**src/rtl/fpu_forward_unit.sv**
```systemverilog
// fpu_forward_unit: shadow pipeline of in-flight FPU writers driving RAW stall and bypass selects
module fpu_forward_unit #(
  parameter int REG_W     = 5,
  parameter int DEPTH     = 4,
  parameter int NSRC      = 2,
  parameter int ZERO_SKIP = 0,
  localparam int SELW     = $clog2(DEPTH),
  localparam int CW       = $clog2(DEPTH + 1)
) (
  input  logic                   clk,
  input  logic                   rstn,
  input  logic [NSRC*REG_W-1:0]  rs_i,
  input  logic                   issue_valid,
  input  logic                   issue_wen,
  input  logic [REG_W-1:0]       issue_rd,
  input  logic [CW-1:0]          issue_lat,
  input  logic                   hold,
  input  logic                   flush,
  output logic [NSRC-1:0]        fwd_hit,
  output logic [NSRC*SELW-1:0]   fwd_sel,
  output logic                   raw_stall,
  output logic                   issue_accept,
  output logic                   wb_valid,
  output logic [REG_W-1:0]       wb_rd
);
  logic [DEPTH-1:0]                 v_q, v_d;
  logic [DEPTH-1:0][REG_W-1:0]      rd_q, rd_d;
  logic [DEPTH-1:0][CW-1:0]         cnt_q, cnt_d;
  logic [NSRC-1:0]                  pend;
  logic [CW-1:0]                    lat_c;
  logic                             new_en;

  assign raw_stall    = |pend;
  assign issue_accept = issue_valid & ~raw_stall & ~hold & ~flush;
  assign wb_valid     = v_q[DEPTH-1] & ~hold & ~flush;
  assign wb_rd        = rd_q[DEPTH-1];
  assign lat_c        = issue_lat == '0 ? CW'(1) : issue_lat > CW'(DEPTH) ? CW'(DEPTH) : issue_lat;
  assign new_en       = issue_accept & issue_wen & ~(ZERO_SKIP != 0 && issue_rd == '0);

  // Per-source lookup: scan oldest to youngest so the youngest match overwrites and wins
  always_comb begin
    fwd_hit = '0;
    fwd_sel = '0;
    pend    = '0;
    for (int k = 0; k < NSRC; k++) begin
      for (int s = DEPTH - 1; s >= 0; s--) begin
        if (v_q[s] && rd_q[s] == rs_i[k*REG_W +: REG_W] &&
            !(ZERO_SKIP != 0 && rs_i[k*REG_W +: REG_W] == '0)) begin
          fwd_sel[k*SELW +: SELW] = SELW'(s);
          fwd_hit[k]              = cnt_q[s] == '0;
          pend[k]                 = cnt_q[s] != '0;
        end
      end
    end
  end

  // Next state: shift on advance (flush forces the shift so it overrides hold), then flush kills all
  always_comb begin
    v_d   = v_q;
    rd_d  = rd_q;
    cnt_d = cnt_q;
    if (!hold || flush) begin
      v_d[0]   = new_en;
      rd_d[0]  = issue_rd;
      cnt_d[0] = lat_c - CW'(1);
      for (int s = 1; s < DEPTH; s++) begin
        v_d[s]   = v_q[s-1];
        rd_d[s]  = rd_q[s-1];
        cnt_d[s] = cnt_q[s-1] == '0 ? '0 : cnt_q[s-1] - CW'(1);
      end
    end
    if (flush) v_d = '0;
  end

  // Stage state registers, cleared asynchronously
  always_ff @(posedge clk or negedge rstn) begin
    if (!rstn) begin
      v_q   <= '0;
      rd_q  <= '0;
      cnt_q <= '0;
    end else begin
      v_q   <= v_d;
      rd_q  <= rd_d;
      cnt_q <= cnt_d;
    end
  end
endmodule

```
**config.mk**
```make
export PLATFORM = sky130hd
export DESIGN_NAME = fpu_forward_unit
export DESIGN_NICKNAME = d
export VERILOG_FILES = /design/src/rtl/fpu_forward_unit.sv
export SDC_FILE = /design/constraint.sdc
export NUM_CORES = 1
export LEC_CHECK = 0
export BUFFER_PORTS_ARGS = -buffer_cell sky130_fd_sc_hd__buf_2
export CAP_MARGIN = 20
export CORE_UTILIZATION = 61
export DETAILED_ROUTE_END_ITERATION = 8
export HOLD_SLACK_MARGIN = 0.03
export PLACE_DENSITY = 0.85
export SYNTH_ARGS = -nofsm -noshare
export SYNTH_HDL_FRONTEND = slang
export SYNTH_SLANG_ARGS = --single-unit
```
**constraint.sdc**
```tcl
create_clock -name clk -period 4.7 [get_ports clk]
set_clock_uncertainty 0.1 [all_clocks]
set_input_delay 0.235 -clock clk [delete_from_list [all_inputs] [get_ports clk]]
set_output_delay 0.235 -clock clk [all_outputs]
set_load 0.02 [all_outputs]
```
==> results.sh, run 1 <==
export IMPL_dp_cells=293
export IMPL_whs_path_depth=2
export IMPL_ir_worst_vdd_mv=0.304
export IMPL_areaGrowthSynthToFinish_pct=11.5
export IMPL_ctsResizeCount=0
export IMPL_final_cell_mix="buf_2, dfrtp_1, xnor2_1"
export IMPL_io_pins=38
export IMPL_finish_utilization_pct=73.5
export IMPL_dp_slack_ps=2370
export IMPL_fin_crit_sh_pct=56.8
export IMPL_synth_area_per_cell_sq_um=10.2
export IMPL_cts_root_buf="clkbuf_8"
export IMPL_synth_area_sq_um=2290
export IMPL_gp_congestion=0.859
export IMPL_path_max_fanout=6
export IMPL_place_detailed_hpwl_mm=3.20
export IMPL_synth_edff_count=0
export IMPL_synth_cell_types=40
export IMPL_vias=1642
export IMPL_cp_data_required_time_ps=4370
export IMPL_min_period_ps=2670
export IMPL_wl_per_cell_um=14.0
export IMPL_core_area_sq_um=3470
export IMPL_die_x_um=63.2
export IMPL_reg2reg_to="v_q[0]"
export IMPL_cts_tree="done"
export IMPL_fillers=268
export IMPL_drt_iter0_markers=53
export IMPL_cts_buffers=5
export IMPL_antenna_found_initial=0
export IMPL_final_common_cell="buf_2"
export IMPL_critical_path_endpoint_type="output pin"
export IMPL_drive_gt1_share_pct=26.6
export IMPL_clock_latency_ps=290
export IMPL_regToRegSetupSlack_ps=2580
export IMPL_diodes=0
export IMPL_die_area_sq_um=4000
export IMPL_ant_nets=0
export IMPL_track_usage_pct=24.3
export IMPL_vias_per_cell=5.44
export IMPL_rr_startpoint="rd_q[2]"
export IMPL_start_util_pct=65.9
export IMPL_final_seq_area_sq_um=901
export IMPL_syn_nets=256
export IMPL_synthArstFlopShare_pct=100
export IMPL_slew_headroom_pct=48.5
export IMPL_holdWs_ps=49.9
export IMPL_cp_arrival_ps=2330
export IMPL_grt_first_pass_wirelength_mm=7.46
export IMPL_finish_net_count=286
export IMPL_drc=0
export IMPL_critPathKind="flop to output pin"
export IMPL_hold_class="primary input to flop"
export IMPL_finalHoldViolCount=0
export IMPL_yosys_warnings=0
export IMPL_worst_pin_slew_ps=773
export IMPL_fin_cells=302
export IMPL_synth_cells=225
export IMPL_cp_start_kind="flop"
export IMPL_place_area_sq_um=2450
export IMPL_wirelength_mm=4.22
export IMPL_setup_tns_ps=0
export IMPL_fmax_mhz=375
export IMPL_grt_pass1_vias=1642
export IMPL_row_count=21
export IMPL_dr_pass1_iters=4
export IMPL_die_y_um=63.2
export IMPL_seq_area_frac_synth_pct=39.4
export IMPL_p_per_area_nw_per_um2=320
export IMPL_path_clk_slew_ps=60
export IMPL_portBuffers=37
export IMPL_grt_setup_unrepaired="false"
export IMPL_reg2regPathDepth=6
export IMPL_grt_max_degree=44
export IMPL_synth_ff_type="dfrtp_1"
export IMPL_clkSinkCount=36
export IMPL_drv_slew=0
export IMPL_htree_levels=2
export IMPL_fin_ws_ps=2030
export IMPL_clockBufferDepth=2
export IMPL_hp_start="flush"
export IMPL_p_leak_nw=1.15
export IMPL_maxCapViolCount=0
export IMPL_setup_viol=0
export IMPL_finalPower_uw=816
export IMPL_grt_ovfl_total=0
export IMPL_fin_area_sq_um=2550
export IMPL_ys_seq_elements=36
export IMPL_status="finished clean"
export IMPL_multi_input_area_sq_um=1260
export IMPL_holdPathEnd="v_q[3]"
how the worst max path moves through the flow:
stage / to / cells after the start / slack (ps) / startpoint
after floorplan: issue_accept / 6 / 2330 / rd_q[10]
after global placement: raw_stall / 7 / 2410 / rd_q[10]
after detailed placement: raw_stall / 7 / 2370 / rd_q[2]
after CTS: raw_stall / 7 / 2050 / rd_q[2]
after global routing: raw_stall / 7 / 1850 / rd_q[2]
final: raw_stall / 7 / 2030 / rd_q[2]
state kept, by name, indices dropped and copies added, names as in the netlist:
name and flops:
cnt_q 12, v_q 4, wb_rd 5, rd_q 15
critical path: stages (launching register included):
cell and delay [ps]:
dfrtp_1 430, xnor2_1 190, nand4_1 150, nor3_1 550, nor2_1 130, o22ai_1 300, or2_1 140, buf_2 150
Yosys cell counts (all sizes together), types with 2 or more instances:
cell type | number | area [sq um]
dfrtp | 36 | 901
xnor2 | 25 | 219
mux2 | 23 | 259
nand2 | 16 | 60.1
xor2 | 16 | 148
nor2 | 15 | 56.3
clkbuf | 10 | 37.5
inv | 10 | 37.5
nor3 | 8 | 51.3
ha | 7 | 87.6
o21ai | 7 | 35.0
buf | 6 | 48.8
nand4 | 5 | 31.3
a21oi | 4 | 20.0
a31oi | 4 | 25.0
mux2i | 3 | 30.0
nand2b | 3 | 18.8
nand3 | 3 | 20.0
nor4 | 3 | 25.0
o21a | 3 | 22.5
or2 | 3 | 18.8
a211oi | 2 | 15.0
a21o | 2 | 15.0
and3 | 2 | 12.5
o31ai | 2 | 15.0
kinds of logic after synthesis:
logic type | share of synthesized area (%)
AND/OR/NAND/NOR | 14.5
XOR/XNOR | 16.0
flip-flops | 39.4
AO/OA/AOI/OAI | 8.16
buffers and inverters | 5.42
multiplexers | 12.6
adder cells (fa/ha/maj) | 3.83
power by group:
group / total [mW] / leakage [nW] / internal (mW) / switching, mW
combinational: 0.193 / 0.670 / 0.0949 / 0.0986
sequential: 0.402 / 0.434 / 0.352 / 0.0498
clock: 0.221 / 0.0455 / 0.119 / 0.101
timing repair:
item / in CTS / in global routing
endpoints found under the setup margin: 0 / 0
buffers inserted: 0 / 0
hold buffers: 1 / 0
endpoints found under the hold margin: 36 / 0
layer usage:
layer  part of all wire [%]  wire (um)  track usage [%]
met1                     48       2030             33.4
met2                     46       1950             37.4
met3                    3.9        163             5.98
met4                    1.7         72             8.81
met5                      0          0                0
layout make-up:
type / count / area share (%)
Inverter: 10 / 1.47
Clock buffer: 8 / 3.53
Sequential cell: 36 / 35.3
Tap cell: 46 / 2.26
Timing Repair Buffer: 39 / 7.95
Multi-Input combinational cell: 163 / 49.5
Power figures use the tool's default switching activity.
==> run 2, diff against run 1 <==
Settings changed: CORE_UTILIZATION 61 to 56, PLACE_DENSITY 0.85 to 0.79.
Clock period 4.7 ns to 2.8 ns, I/O delays scaled along.
==> results.sh, run 2 (synthesis gave the netlist of run 1 again) <==
export IMPL_status="finished clean"
export IMPL_wl_per_cell_um=14.1
export IMPL_drv_slew=0
export IMPL_antenna_found_initial=0
export IMPL_cts_tree="done"
export IMPL_grt_first_pass_wirelength_mm=7.43
export IMPL_worst_pin_slew_ps=795
export IMPL_setup_tns_ps=0
export IMPL_grt_ovfl_total=0
export IMPL_cp_data_required_time_ps=2560
export IMPL_grt_max_degree=44
export IMPL_hold_class="primary input to flop"
export IMPL_fillers=311
export IMPL_clock_latency_ps=290
export IMPL_vias=1619
export IMPL_die_y_um=65.9
export IMPL_gp_congestion=0.810
export IMPL_diodes=0
export IMPL_finalPower_mw=1.38
export IMPL_io_pins=38
export IMPL_critPathKind="flop to output pin"
export IMPL_critical_path_endpoint_type="output pin"
export IMPL_largest_reg_flops=15
export IMPL_portBuffers=37
export IMPL_place_detailed_hpwl_mm=3.24
export IMPL_clkSinkCount=36
export IMPL_path_max_fanout=6
export IMPL_start_util_pct=60.2
export IMPL_track_usage_pct=23.4
export IMPL_core_area_sq_um=3800
export IMPL_areaGrowthSynthToFinish_pct=14.3
export IMPL_drc=0
export IMPL_drive_gt1_share_pct=26.0
export IMPL_crit_family="simple AND/OR/NAND/NOR gates"
export IMPL_cp_start_kind="flop"
export IMPL_largest_register="rd_q"
export IMPL_dp_slack_ps=583
export IMPL_die_area_sq_um=4340
export IMPL_clockBufferDepth=2
export IMPL_die_x_um=65.9
export IMPL_dr_pass1_iters=4
export IMPL_multi_input_area_sq_um=1260
export IMPL_cts_setup_buffers=0
export IMPL_row_count=22
export IMPL_fmax_mhz=389
export IMPL_slew_headroom_pct=47.0
export IMPL_ant_nets=0
export IMPL_grt_pass1_vias=1625
export IMPL_slowest_stage="nor3_1"
export IMPL_htree_levels=2
export IMPL_final_seq_area_sq_um=901
export IMPL_vias_per_cell=5.22
export IMPL_maxCapViolCount=0
export IMPL_ir_worst_vdd_mv=0.398
export IMPL_min_period_ps=2570
export IMPL_crit_buf_inv=1
export IMPL_final_cell_mix="buf_2, dfrtp_1, xnor2_1"
export IMPL_setup_viol=0
export IMPL_p_leak_nw=1.17
export IMPL_fin_crit_sh_pct=91.8
export IMPL_final_common_cell="buf_2"
export IMPL_grt_setup_unrepaired="false"
export IMPL_finalHoldViolCount=0
export IMPL_finish_net_count=292
export IMPL_p_per_area_nw_per_um2=529
export IMPL_fin_ws_ps=231
export IMPL_path_clk_slew_ps=70
export IMPL_drt_iter0_markers=70
export IMPL_cp_slowest_stage_delay_ps=570
export IMPL_wirelength_mm=4.37
export IMPL_crit_chain="xnor2_1 > nand4_1 > nor3_1 > nor2_1 > o22ai_1 > or2_1 > buf_2"
export IMPL_cp_arrival_ps=2330
export IMPL_ctsResizeCount=0
export IMPL_cts_buffers=5
export IMPL_cts_root_buf="clkbuf_8"
-- run 2: changes by cell type in the layout (fill, tap and decap cells not counted), sizes merged --
cell         delta
dlygate4sd3     +6
-- run 2: tightest hold or removal path, delay by kind of cell --
family                 cells  cell delay, ps
AO/OA/AOI/OAI              1              70
buffers and inverters      1             100
AND/OR/NAND/NOR            1              70
-- run 2: final timing paths --
check	slack, ps	endpoint	cells past startpoint	start
min in group asynchronous	370	v_q[1]	2	rstn
setup reg to reg	680	v_q[0]	6	rd_q[0]
max in group asynchronous	1720	cnt_q[2]	2	rstn
hold reg to reg	430	v_q[1]	2	v_q[0]
hold / removal	40	v_q[0]	3	issue_valid
setup / recovery	230	raw_stall	7	rd_q[0]
-- run 2: layout make-up --
class,instances,share of cell area [%]
clock buffer,8,3.45
timing repair buffer,45,10.1
tap,48,2.30
multi-input combinational,163,48.3
sequential,36,34.5
inverter,10,1.44
-- run 2: through the flow --
step	cells	hold slack, ps	area [sq um]	utilization (%)
2_1_floorplan	225	-256	2290	-
6_report	310	35.2	2610	68.8
5_1_grt	310	32.7	2610	68.8
3_3_place_gp	295	175	2450	64.6
4_1_cts	310	34.6	2610	68.8
3_5_place_dp	295	173	2450	64.6
-- run 2: layer usage --
metal  vias up  wire length (um)  part of all wire (%)  global-route usage (%)
met3         8               159                   3.6                    7.59
li1        827                 -                     -                       -
met4         0                76                   1.7                    8.15
met2        28              2030                    46                    37.6
met1       756              2100                    48                    29.3
met5         -                 0                     0                       0
-- run 2: where the power goes --
part / total, mW / internal, mW / switching, mW
Combinational: 0.335 / 0.165 / 0.170
Sequential: 0.672 / 0.591 / 0.0816
Clock: 0.375 / 0.200 / 0.175
Total: 1.38 / 0.956 / 0.427
-- run 2: timing repair --
action,4_1_cts,5_1_grt
hold buffers,7,0
endpoints found under the setup margin,0,0
hold endpoints to repair,44,0
==> run 3, diff against run 2 <==
Settings changed: CORE_UTILIZATION 56 to 58, CTS_BUF_LIST set to sky130_fd_sc_hd__clkbuf_4 sky130_fd_sc_hd__clkbuf_8, PLACE_DENSITY 0.79 to 0.82.
==> results.sh, run 3 (synthesis gave the netlist of run 1 again) <==
export IMPL_die_x_um=64.8
export IMPL_rr_startpoint="rd_q[10]"
export IMPL_wirelength_mm=4.28
export IMPL_grt_use_met1_pct=32.8
export IMPL_ant_nets=0
export IMPL_reg2reg_to="v_q[0]"
export IMPL_areaGrowthSynthToFinish_pct=14.6
export IMPL_diodes=0
export IMPL_pwr_share_seq_pct=48.0
export IMPL_final_common_cell="buf_2"
export IMPL_die_y_um=64.8
export IMPL_grt_busiest_layer="met2"
export IMPL_die_area_sq_um=4200
export IMPL_largest_reg_flops=15
export IMPL_clock_latency_ps=290
export IMPL_portBuffers=37
export IMPL_p_leak_nw=1.18
export IMPL_cts_root_buf="clkbuf_8"
export IMPL_crit_buf_inv=1
export IMPL_final_seq_area_sq_um=901
export IMPL_worst_pin_slew_ps=813
export IMPL_min_period_ps=2590
export IMPL_grt_max_degree=44
export IMPL_gp_congestion=0.851
export IMPL_grt_ovfl_total=0
export IMPL_dp_slack_ps=568
export IMPL_core_area_sq_um=3720
export IMPL_finish_utilization_pct=70.5
export IMPL_antenna_found_initial=0
export IMPL_ctsResizeCount=0
export IMPL_dp_cells=295
export IMPL_finish_net_count=292
export IMPL_critPathKind="flop to output pin"
export IMPL_fillers=297
export IMPL_clkSinkCount=36
export IMPL_multi_input_area_sq_um=1260
export IMPL_wl_per_cell_um=13.8
export IMPL_hold_class="primary input to flop"
export IMPL_path_clk_slew_ps=70
export IMPL_pwr_share_comb_pct=23.8
export IMPL_place_detailed_hpwl_mm=3.19
export IMPL_swShare_pct=30.5
export IMPL_cp_arrival_ps=2350
export IMPL_whs_path_depth=3
export IMPL_grt_setup_unrepaired="false"
export IMPL_hp_start="issue_valid"
export IMPL_holdPathEnd="v_q[0]"
export IMPL_cp_start_kind="flop"
export IMPL_slowest_stage="dfrtp_1"
export IMPL_finalPower_mw=1.40
export IMPL_largest_register="rd_q"
export IMPL_reg2regPathDepth=6
export IMPL_fmax_mhz=387
export IMPL_fin_cells=310
export IMPL_power_internal_uw=975
export IMPL_dr_pass1_iters=4
export IMPL_ir_worst_vdd_mv=0.432
export IMPL_critical_path_depth=7
export IMPL_setup_tns_ps=0
export IMPL_final_cell_mix="buf_2, dfrtp_1, xnor2_1"
export IMPL_finalHoldViolCount=0
export IMPL_status="finished clean"
export IMPL_vias_per_cell=5.31
export IMPL_p_per_area_nw_per_um2=536
export IMPL_setup_viol=0
export IMPL_grt_pass1_vias=1644
export IMPL_maxCapViolCount=0
export IMPL_drive_gt1_share_pct=26.7
export IMPL_regToRegSetupSlack_ps=680
export IMPL_path_max_fanout=5
export IMPL_crit_family="simple AND/OR/NAND/NOR gates"
export IMPL_drt_iter0_markers=90
export IMPL_start_util_pct=61.5
export IMPL_grt_met2_usage_pct=38.2
export IMPL_fin_crit_sh_pct=92.3
export IMPL_cts_buffers=5
export IMPL_use_met3_pct=5.99
export IMPL_cts_tree="done"
export IMPL_vias=1647
export IMPL_fin_ws_ps=215
export IMPL_critical_path_endpoint_type="output pin"
export IMPL_clockBufferDepth=2
export IMPL_crit_chain="xor2_2 > nor4_2 > nand3_2 > nor4b_4 > o31a_1 > or2_1 > buf_2"
export IMPL_track_usage_pct=24.2
export IMPL_cp_slowest_stage_delay_ps=450
export IMPL_drc=0
export IMPL_grt_first_pass_wirelength_mm=7.65
export IMPL_p_clk_share_pct=28.3
export IMPL_io_pins=38
export IMPL_htree_levels=2
export IMPL_drv_slew=0
export IMPL_slew_headroom_pct=45.8
export IMPL_row_count=22
export IMPL_cp_data_required_time_ps=2560
export IMPL_power_switching_uw=428
[run 3: final cells by class]
class                           count  area share [%]
Inverter                           10            1.43
Sequential cell                    36            34.4
Clock buffer                        8            3.72
Tap cell                           48            2.29
Multi-Input combinational cell    163            48.1
Timing Repair Buffer               45            10.0
[run 3: how the worst max path moves through the flow]
stage / from / to / slack, ps
final: rd_q[10] / raw_stall / 210
after global routing: rd_q[6] / raw_stall / 40
after CTS: rd_q[10] / raw_stall / 230
after detailed placement: rd_q[10] / raw_stall / 570
after global placement: rd_q[10] / raw_stall / 590
after floorplan: rd_q[10] / issue_accept / 520
[run 3: what timing repair did]
item	CTS	global route
endpoints found under the hold margin	44	0
setup buffers	0	0
hold buffers	7	0
[run 3: per-stage QoR]
step	hold WS [ps]	area, sq um
3_5_place_dp	167	2450
2_1_floorplan	-256	2290
5_1_grt	42.3	2620
4_1_cts	30.2	2620
6_report	39.9	2620
3_3_place_gp	167	2450
[run 3: per-layer routing]
layer | up-vias | wire, um
li1 | 829 | -
met1 | 764 | 2090
met2 | 48 | 1950
met3 | 6 | 181
met4 | 0 | 56
met5 | - | 0
[run 3: power groups by stage]
stage / sequential (mW) / combinational (mW) / clock [mW]
2_1_floorplan: 0.664 / 0.263 / 0
3_3_place_gp: 0.678 / 0.321 / 0
3_5_place_dp: 0.683 / 0.327 / 0
4_1_cts: 0.673 / 0.336 / 0.410
5_1_grt: 0.684 / 0.374 / 0.431
6_report: 0.673 / 0.334 / 0.397
[run 3: worst min-delay path, delay by kind of cell]
kind            cells  cell delay [ps]
compound gates      1               70
buf+inv             1              100
simple gates        1               80
